## src/rtl/core_ecc_dec.sv

```systemverilog
// Two-stage Hamming(7,4) receive decoder with valid/ready flow control.
// Define CORE_ECC_DEC_ERR_CNT_EN to build the corrected-word counter.
module core_ecc_dec #(
    parameter int CNT_W = 16
) (
    input  logic             clk,
    input  logic             rst_n,
    input  logic             in_valid,
    output logic             in_ready,
    input  logic [10:0]      in_data,
    output logic             out_valid,
    input  logic             out_ready,
    output logic [7:0]       out_data,
    output logic             out_corrected,
    output logic [2:0]       out_syndrome,
    input  logic             clr_cnt,
    output logic [CNT_W-1:0] corr_cnt
);

    logic        s1_v;
    logic [10:0] s1_word;
    logic        adv;
    logic        accept;
    logic [2:0]  syn;
    logic [10:0] flip;
    logic [10:0] fixed;

    assign adv      = !out_valid || out_ready;
    assign in_ready = rst_n && (!s1_v || adv);
    assign accept   = in_valid && in_ready;

    assign syn[0] = s1_word[4] ^ s1_word[6] ^ s1_word[8] ^ s1_word[10];
    assign syn[1] = s1_word[5] ^ s1_word[6] ^ s1_word[9] ^ s1_word[10];
    assign syn[2] = s1_word[7] ^ s1_word[8] ^ s1_word[9] ^ s1_word[10];

    // Syndrome value k points at word bit 3+k.
    always_comb begin
        flip = '0;
        for (int i = 1; i < 8; i++) begin
            if (syn == 3'(i)) flip[i+3] = 1'b1;
        end
    end

    assign fixed = s1_word ^ flip;

    always_ff @(posedge clk or negedge rst_n) begin
        if (!rst_n) begin
            s1_v    <= 1'b0;
            s1_word <= '0;
        end else begin
            if (accept) begin
                s1_v    <= 1'b1;
                s1_word <= in_data;
            end else if (adv) begin
                s1_v    <= 1'b0;
            end
        end
    end

    always_ff @(posedge clk or negedge rst_n) begin
        if (!rst_n) begin
            out_valid     <= 1'b0;
            out_data      <= '0;
            out_corrected <= 1'b0;
            out_syndrome  <= '0;
        end else if (adv) begin
            out_valid <= s1_v;
            if (s1_v) begin
                out_data      <= {fixed[10], fixed[9], fixed[8],
                                  fixed[6], fixed[3:0]};
                out_corrected <= (syn != 3'd0);
                out_syndrome  <= syn;
            end
        end
    end

`ifdef CORE_ECC_DEC_ERR_CNT_EN
    logic [CNT_W-1:0] cnt;

    always_ff @(posedge clk or negedge rst_n) begin
        if (!rst_n) begin
            cnt <= '0;
        end else if (clr_cnt) begin
            cnt <= '0;
        end else if (out_valid && out_ready && out_corrected
                     && (cnt != {CNT_W{1'b1}})) begin
            cnt <= cnt + 1'b1;
        end
    end

    assign corr_cnt = cnt;
`else
    logic unused_clr;

    assign unused_clr = clr_cnt;
    assign corr_cnt   = '0;
`endif

endmodule
```

## config.mk

```make
export PLATFORM = sky130hd
export DESIGN_NAME = core_ecc_dec
export DESIGN_NICKNAME = d
export VERILOG_FILES = /design/src/rtl/core_ecc_dec.sv
export SDC_FILE = /design/constraint.sdc
export NUM_CORES = 1
export LEC_CHECK = 0
export CORE_UTILIZATION = 25
export CTS_BUF_LIST = sky130_fd_sc_hd__clkbuf_8
export CTS_CLUSTER_DIAMETER = 30
export DETAILED_ROUTE_END_ITERATION = 7
export PLACE_DENSITY = 0.53
export SYNTH_ARGS = -nofsm -noshare
export SYNTH_HDL_FRONTEND = slang
export SYNTH_SLANG_ARGS = --single-unit
```

## constraint.sdc

```tcl
create_clock -name clk -period 2 [get_ports clk]
set_clock_uncertainty 0.1 [all_clocks]
set_input_delay 0.4 -clock clk [delete_from_list [all_inputs] [get_ports clk]]
set_output_delay 0.4 -clock clk [all_outputs]
set_load 0.01 [all_outputs]
```

== Yosys cells after proc, flatten, opt, wreduce, memory -nomap -nowiden ==
Cells that the tools add are included.
Storage, ports and cells
  input port bits: 16
  bits in latches: 0
  flip-flop bits (word level): 25
  RAM bits: 0
  word-level logic and storage cells: 41
  output and inout port bits: 30
  memory bits (read-only): 0
  memories: 0
Cells by class
  mux-type cells: 9
  eq/ne operators: 7
  reduce and logical (&&, ||, !) cells: 9
  magnitude comparators: 0
  bitwise logic cells: 10
  shifts and indexed selects: 0
  multiply operators: 0
  divide/modulo/power cells: 0
  add/sub/neg operators: 0
Operator list (count)
  == test 3 bit, second input constant: 4
  XOR 11 bit: 1
  two-way mux 1 bit: 9
  XOR 1 bit: 9
  == test 3 x 2 -> 1 bit, second input constant: 2
  == test 3 x 1 -> 1 bit, second input constant: 1
  nonzero test 3 bit: 1
  logical AND 1 bit: 2
  zero test 1 bit: 2
  logical OR 1 bit: 2
  AND reduction 2 bit: 1
  nonzero test 2 bit: 1

== Longest topological paths before layout ==
Gate-level depths: netlist (run 1).
  word-level depth: 6
  mapped depth: 5
  depth with buffers taken out: 4

== Worst setup path before layout (run 1) ==
Ideal clock, no wire load.
  kind: register to register
  start point: register s1_word[10]
  end point: register out_data[4]
  path buffers: 0
  arrival: 1.533 ns
  stages on the path, launching flop included: 5
  library setup time: 0.080 ns
  period minus slack after synthesis: 1.713 ns
  data required time: 1.820 ns
  setup slack: 0.287 ns
  cell sequence: dfrtp_1 > xor2_2 > or3_4 > a2111o_1 > o211ai_2
On the way
  cells in the longest elaborated chain, start to end: 4
  elaborated cells between the ends (all ways): 6
  those cells by class: 1 x eq/ne; 1 x mux; 4 x bitwise
RTL lines
  start, declared: line 21  | logic [10:0] s1_word;
  start signal, assigned: line 53  | s1_word <= in_data;
  XOR 1 bit (on tied branches): line 32, 33, 34
  == test 3 x 2 -> 1 bit (*): line 40  | if (syn == 3'(i)) flip[i+3] = 1'b1;
  two-way mux 1 bit (*): line 40
  XOR 11 bit (*): line 44  | assign fixed = s1_word ^ flip;
  end signal, assigned: line 69  | out_data <= {fixed[10], fixed[9], fixed[8],
  end, declared: line 13  | output logic [7:0] out_data,
Every way passes the cells marked *; elsewhere a longest branch is shown, timed or not.
A chain may end at the register's enable or synchronous reset.

== Worst setup path in the final report (run 1) ==
  start point: input out_ready
  end point: output in_ready
On the way
  cells in the longest elaborated chain, start to end: 3
RTL lines
  start, declared: line 12  | input logic out_ready,
  logical OR 1 bit: line 28  | assign adv = !out_valid || out_ready;
  logical OR 1 bit: line 29  | assign in_ready = rst_n && (!s1_v || adv);
  logical AND 1 bit: line 29
  end, declared: line 9  | output logic in_ready,
No other way between the ends.

==> results of run 1 <==
## layout by cell type (no fill, tap or decap), types with 3 or more instances in the layout
cell type / netlist / final
buf_4: 16 / 8
clkbuf_8: 0 / 3
clkdlybuf4s50_1: 0 / 27
conb_1: 1 / 16
dfrtp_1: 25 / 25
mux2_2: 11 / 11
nand2_1: 21 / 21
nand3_1: 4 / 4
nor2_1: 3 / 3
o21ai_0: 3 / 3
xnor2_1: 5 / 5
xor2_1: 3 / 3
## cells in the mapped netlist, types with 2 or more instances
master,instances,area (um^2)
nor2_1,3,11.3
xor2_1,3,26.3
nand3_1,4,20.0
dfrtp_1,25,626
nor3_1,2,10.0
nand2_1,21,78.8
nand4_1,2,12.5
buf_4,16,120
o311ai_1,2,17.5
xnor2_1,5,43.8
o21ai_0,3,15.0
mux2_2,11,124
clkbuf_1,2,7.51
## area by class of cell
type	count	area, um^2
fill	476	3110
sequential	25	626
multi-input combinational	86	559
timing repair buffer	37	360
tap	67	83.8
clock buffer	3	41.3
clock inverter	1	3.75
inverter	1	3.75
## routing by layer
layer | part of all wire (%) | routed length (um) | vias up | global-route usage (%)
met5 | 0 | 0 | - | 0
met4 | 1.5 | 37 | 0 | 4.14
met3 | 5.9 | 141 | 5 | 2.35
met2 | 49 | 1180 | 38 | 16.0
met1 | 44 | 1050 | 421 | 12.7
li1 | - | - | 436 | -
## flip-flops by register name, indices dropped and copies added, names as in the netlist
name / count
out_valid: 1
s1_word: 11
s1_v: 1
out_corrected: 1
out_syndrome: 3
out_data: 8
## path summary, 6_finish.rpt
path,depth (start not counted),start,end
min in group asynchronous,2,rst_n,s1_word[3]$_DFFE_PN0P_
hold reg to reg,2,s1_word[0]$_DFFE_PN0P_,out_data[0]$_DFFE_PN0P_
max in group asynchronous,2,rst_n,out_data[7]$_DFFE_PN0P_
setup / recovery,5,out_ready,in_ready
setup reg to reg,4,s1_word[8]$_DFFE_PN0P_,out_data[4]$_DFFE_PN0P_
hold / removal,2,s1_word[0]$_DFFE_PN0P_,out_data[0]$_DFFE_PN0P_
## per-stage QoR
step / std cells / hold slack [ps] / area (um^2) / util (%)
2_1_floorplan: 131 / 4.41 / 1320 / -
3_3_place_gp: 216 / 344 / 1630 / 34.1
3_5_place_dp: 216 / 345 / 1630 / 34.1
4_1_cts: 220 / 367 / 1680 / 35.0
5_1_grt: 220 / 415 / 1680 / 35.1
6_report: 220 / 366 / 1680 / 35.1
## worst register-to-register path, stage by stage, from the launching register on
cell	delay, ps
dfrtp_1	440
xnor3_1	500
xnor2_1	220
a2111o_1	420
o211ai_2	70
## report_power, final
group          internal, mW  switching, mW
Clock                 0.137          0.157
Sequential            0.647         0.0935
Combinational         0.392          0.351
## logic make-up after synthesis
logic type / count (synthesis) / share of synthesized area (%)
compound gates: 11 / 6.74
other cells: 1 / 0.297
mux: 11 / 9.81
xor+xnor: 10 / 8.62
simple gates: 38 / 14.2
flops: 25 / 49.6
buf+inv: 20 / 10.8
==> impl_metrics.ini, run 1 <==
[clocking]
cts_tree = built
clk_pin_slew_ps = 90
clk_latency_ps = 270
numCtsBuffers = 3
post-cts-setup-buffer-count = 0
clockRootBuffer = clkbuf_8
postCtsResizedCells = 2
clockBufferDepth = 2
cts.sinks = 25
ctsHtreeMaxLevel = 1
post_cts_hold_buffer_count = 0

[yosys]
netlist-cell-type-count = 30
synth_area_um2 = 1260
synth_async_sr_flop_share_pct = 100
yosysWarnings = 0
synth_cells = 116
avg_synthesized_cell_area_um2 = 10.9
synth-seq-cells = 25
ys.flop_type = dfrtp_1
synth.yosys.seq_area_share_pct = 49.6
synth_enable_flop_cells = 0

[critical_path]
critPathTopFamily = buffers and inverters
critical_path_cell_list = clkdlybuf4s50_1 > nor2b_2 > nand2_1 > and2_1 > clkdlybuf4s15_1
critical_path.n_buffers_inverters = 2
regToRegSetupSlack_ps = 180
cp_data_required_time_ps = 1500
critPathArrivalTime_ps = 1410
timing.critical_path.from_type = primary input
timing.critical_path.to_type = output port
critical_path.max_fanout = 2
cp_slowest_cell = clkdlybuf4s50_1
setup.worst_path.class = primary input to output port
cpPeakStageDelay_ps = 410

[place]
finalWeightedCongestion = 0.766
portBuffers = 28
sum_of_net_half_perimeters_after_detailed_placement_mm = 1.88
pre_cts_slack_ps = -188

[power]
power_density_nw_per_um2 = 1060
power_mw = 1.78
vdd_drop_max_mv = 0.408
cellLeakagePower_nw = 0.742

[layout]
flow.area_growth_from_synthesis_pct = 32.9
antenna_diode_instance_count = 0
count_of_nets_after_finishing = 170
layout-drive-gt1-share_pct = 19.6

[global_route]
wire_length_of_the_first_global_routing_pass_mm = 4.11
largest_net_degree_at_the_start_of_global_routing = 27
grt_util_all_layers_pct = 9.93
total_congestion_overflow_after_global_routing = 0
number_of_antenna_violations_at_the_first_check_in_global_routing = 0
grt_pass1_vias = 890

[floorplan]
die-width_um = 73.1
core_area_um2 = 4790
io-pin-count = 46
die_area_um2 = 5340
die_h_um = 73.1
rows = 25
initial_utilization_pct = 26.4

[sta]
setup_tns_ps = 0
report.final.setup_viol = 0
final_critical_path_setup_slack_ps = 88.2
final.period_utilization_pct = 95.6
final-hold-violation-count = 0
setup_repair_after_global_routing_missed_its_margin = no
min_period_ps = 1910
achievable-frequency_mhz = 523
maxSlewViolCount = 0

[detailed_routing]
routed_wl_mm = 2.41
drc = 0
post_drt_via_cell_ratio = 4.09
drt.antenna.violating_nets = 0
drt-initial-drc-count = 26
routed-via-count = 900
first_pass_iters = 4
routed_wire_length_per_instance_um = 10.9

[flow_run]
maxCapViolations = 0

[run_status]
status = finished clean

[worst_hold_path]
hold_class = flop to flop
Note: power is estimated with default switching activity, not from simulation.
==> run 2, diff against run 1 <==
clock period = 2.4 ns   (was 2 ns; I/O delays follow)
==> impl_metrics.ini, run 2 (same netlist as run 1, synthesis figures left out) <==
[global_route]
total_congestion_overflow_after_global_routing = 0
wire_length_of_the_first_global_routing_pass_mm = 4.14
grt_util_all_layers_pct = 9.87
number_of_antenna_violations_at_the_first_check_in_global_routing = 0
largest_net_degree_at_the_start_of_global_routing = 27
grt_pass1_vias = 885

[floorplan]
die-width_um = 73.1
core_area_um2 = 4790
initial_utilization_pct = 26.4
rows = 25
die_h_um = 73.1
die_area_um2 = 5340
io-pin-count = 46

[clocking]
cts_tree = built
post_cts_hold_buffer_count = 0
clk_pin_slew_ps = 100
postCtsResizedCells = 0
cts.sinks = 25
clk_latency_ps = 270
ctsHtreeMaxLevel = 1
clockRootBuffer = clkbuf_8
post-cts-setup-buffer-count = 0
numCtsBuffers = 3
clockBufferDepth = 2

[sta]
min_period_ps = 2010
final-hold-violation-count = 0
setup_repair_after_global_routing_missed_its_margin = no
report.final.setup_viol = 0
maxSlewViolCount = 0
final.period_utilization_pct = 83.6
achievable-frequency_mhz = 498
setup_tns_ps = 0

[detailed_routing]
drt.antenna.violating_nets = 0
routed_wire_length_per_instance_um = 10.9
drc = 0
first_pass_iters = 4
routed-via-count = 873
drt-initial-drc-count = 17
post_drt_via_cell_ratio = 4.00
routed_wl_mm = 2.38

[layout]
register_containing_the_most_flip_flops_in_the_final_layout = s1_word
largest_register_ff_count = 11
multi_input_area_um2 = 559
layout_common_cells = clkdlybuf4s50_1 (27), dfrtp_1 (25), nand2_1 (21)
flow.area_growth_from_synthesis_pct = 32.2
registers_with_the_most_flip_flops = s1_word x11, out_data x8, out_syndrome x3
fillers = 489
leading_cell_type_in_the_layout_fill_and_taps_excluded = clkdlybuf4s50_1
antenna_diode_instance_count = 0
layout-drive-gt1-share_pct = 19.2
count_of_nets_after_finishing = 168
register_area_um2 = 626
final_cell_count_no_fill = 218

[worst_hold_path]
hold_class = flop to flop
worst_hold_startpoint = s1_word[3]$_DFFE_PN0P_

[power]
cellLeakagePower_nw = 0.736
vdd_drop_max_mv = 0.283
power_density_nw_per_um2 = 886

[critical_path]
timing.critical_path.from_type = primary input
setup.worst_path.class = primary input to output port
critical_path_cell_list = clkdlybuf4s50_1 > nor2b_2 > nand2_1 > and2_1 > dlymetal6s2s_1
critPathArrivalTime_ps = 1430
worst_r2r_startpoint = s1_word[8]$_DFFE_PN0P_
cpPeakStageDelay_ps = 420
timing.critical_path.to_type = output port
timing.critical_path.from = out_ready
cp_data_required_time_ps = 1820
cp_slowest_cell = clkdlybuf4s50_1
critical_path.max_fanout = 2

[flow_run]
maxCapViolations = 0

[place]
portBuffers = 28
numPlacedInstances = 214
sum_of_net_half_perimeters_after_detailed_placement_mm = 1.87
finalWeightedCongestion = 0.771

[run_status]
status = finished clean
[run 2: cell types whose count changed in the layout (fill, tap and decap cells not counted), sizes merged]
| cell | before | now |
|---|---|---|
| buf | 9 | 7 |
| clkdlybuf4s15 | 1 | 0 |
| clkinvlp | 0 | 1 |
| dlymetal6s2s | 0 | 1 |
| inv | 2 | 1 |
[run 2: path summary, 6_finish.rpt]
kind	end	slack [ps]	cells past startpoint
max	in_ready	390	5
min	out_data[3]$_DFFE_PN0P_	370	2
max reg2reg	out_data[4]$_DFFE_PN0P_	560	4
min reg2reg	out_data[3]$_DFFE_PN0P_	370	2
max in group asynchronous	out_data[6]$_DFFE_PN0P_	1420	2
min in group asynchronous	s1_word[2]$_DFFE_PN0P_	520	2
[run 2: routing by layer]
| metal | routed length [um] | vias to the layer above | track usage, % |
|---|---|---|---|
| met1 | 1080 | 416 | 13.1 |
| met4 | 0 | 0 | 1.31 |
| li1 | - | 428 | - |
| met3 | 94 | 0 | 1.66 |
| met2 | 1200 | 29 | 17.2 |
| met5 | 0 | - | 0 |
[run 2: cell type report]
class	count	share of cell area (%)
Sequential cell	25	37.5
Clock buffer	3	2.47
Inverter	1	0.225
Tap cell	67	5.02
Multi-Input combinational cell	86	33.5
Clock inverter	1	0.450
Timing Repair Buffer	35	20.8
[run 2: where the power goes]
group          leakage (nW)  internal (mW)  switching, mW  total, mW
logic                 0.416          0.323          0.287      0.610
clock network        0.0217          0.117          0.135      0.253
registers             0.298          0.539         0.0778      0.617
total                 0.736          0.979          0.500       1.48
[run 2: worst max-delay path: cells and delay by family]
family                 cells  cell delay, ps
and+or+nand+nor            3             360
buffers and inverters      2             580
[run 2: stage by stage]
step / hold slack, ps / cell area [um^2] / worst slack, ps / util, % / power, mW
3_5_place_dp: 357 / 1620 / 58.1 / 33.8 / 1.24
4_1_cts: 378 / 1660 / 51.1 / 34.8 / 1.51
2_1_floorplan: 84.4 / 1320 / 676 / - / 0.972
5_1_grt: 411 / 1670 / 300 / 34.9 / 1.61
3_3_place_gp: 345 / 1620 / 39.3 / 33.8 / 1.23
6_report: 373 / 1670 / 393 / 34.9 / 1.48
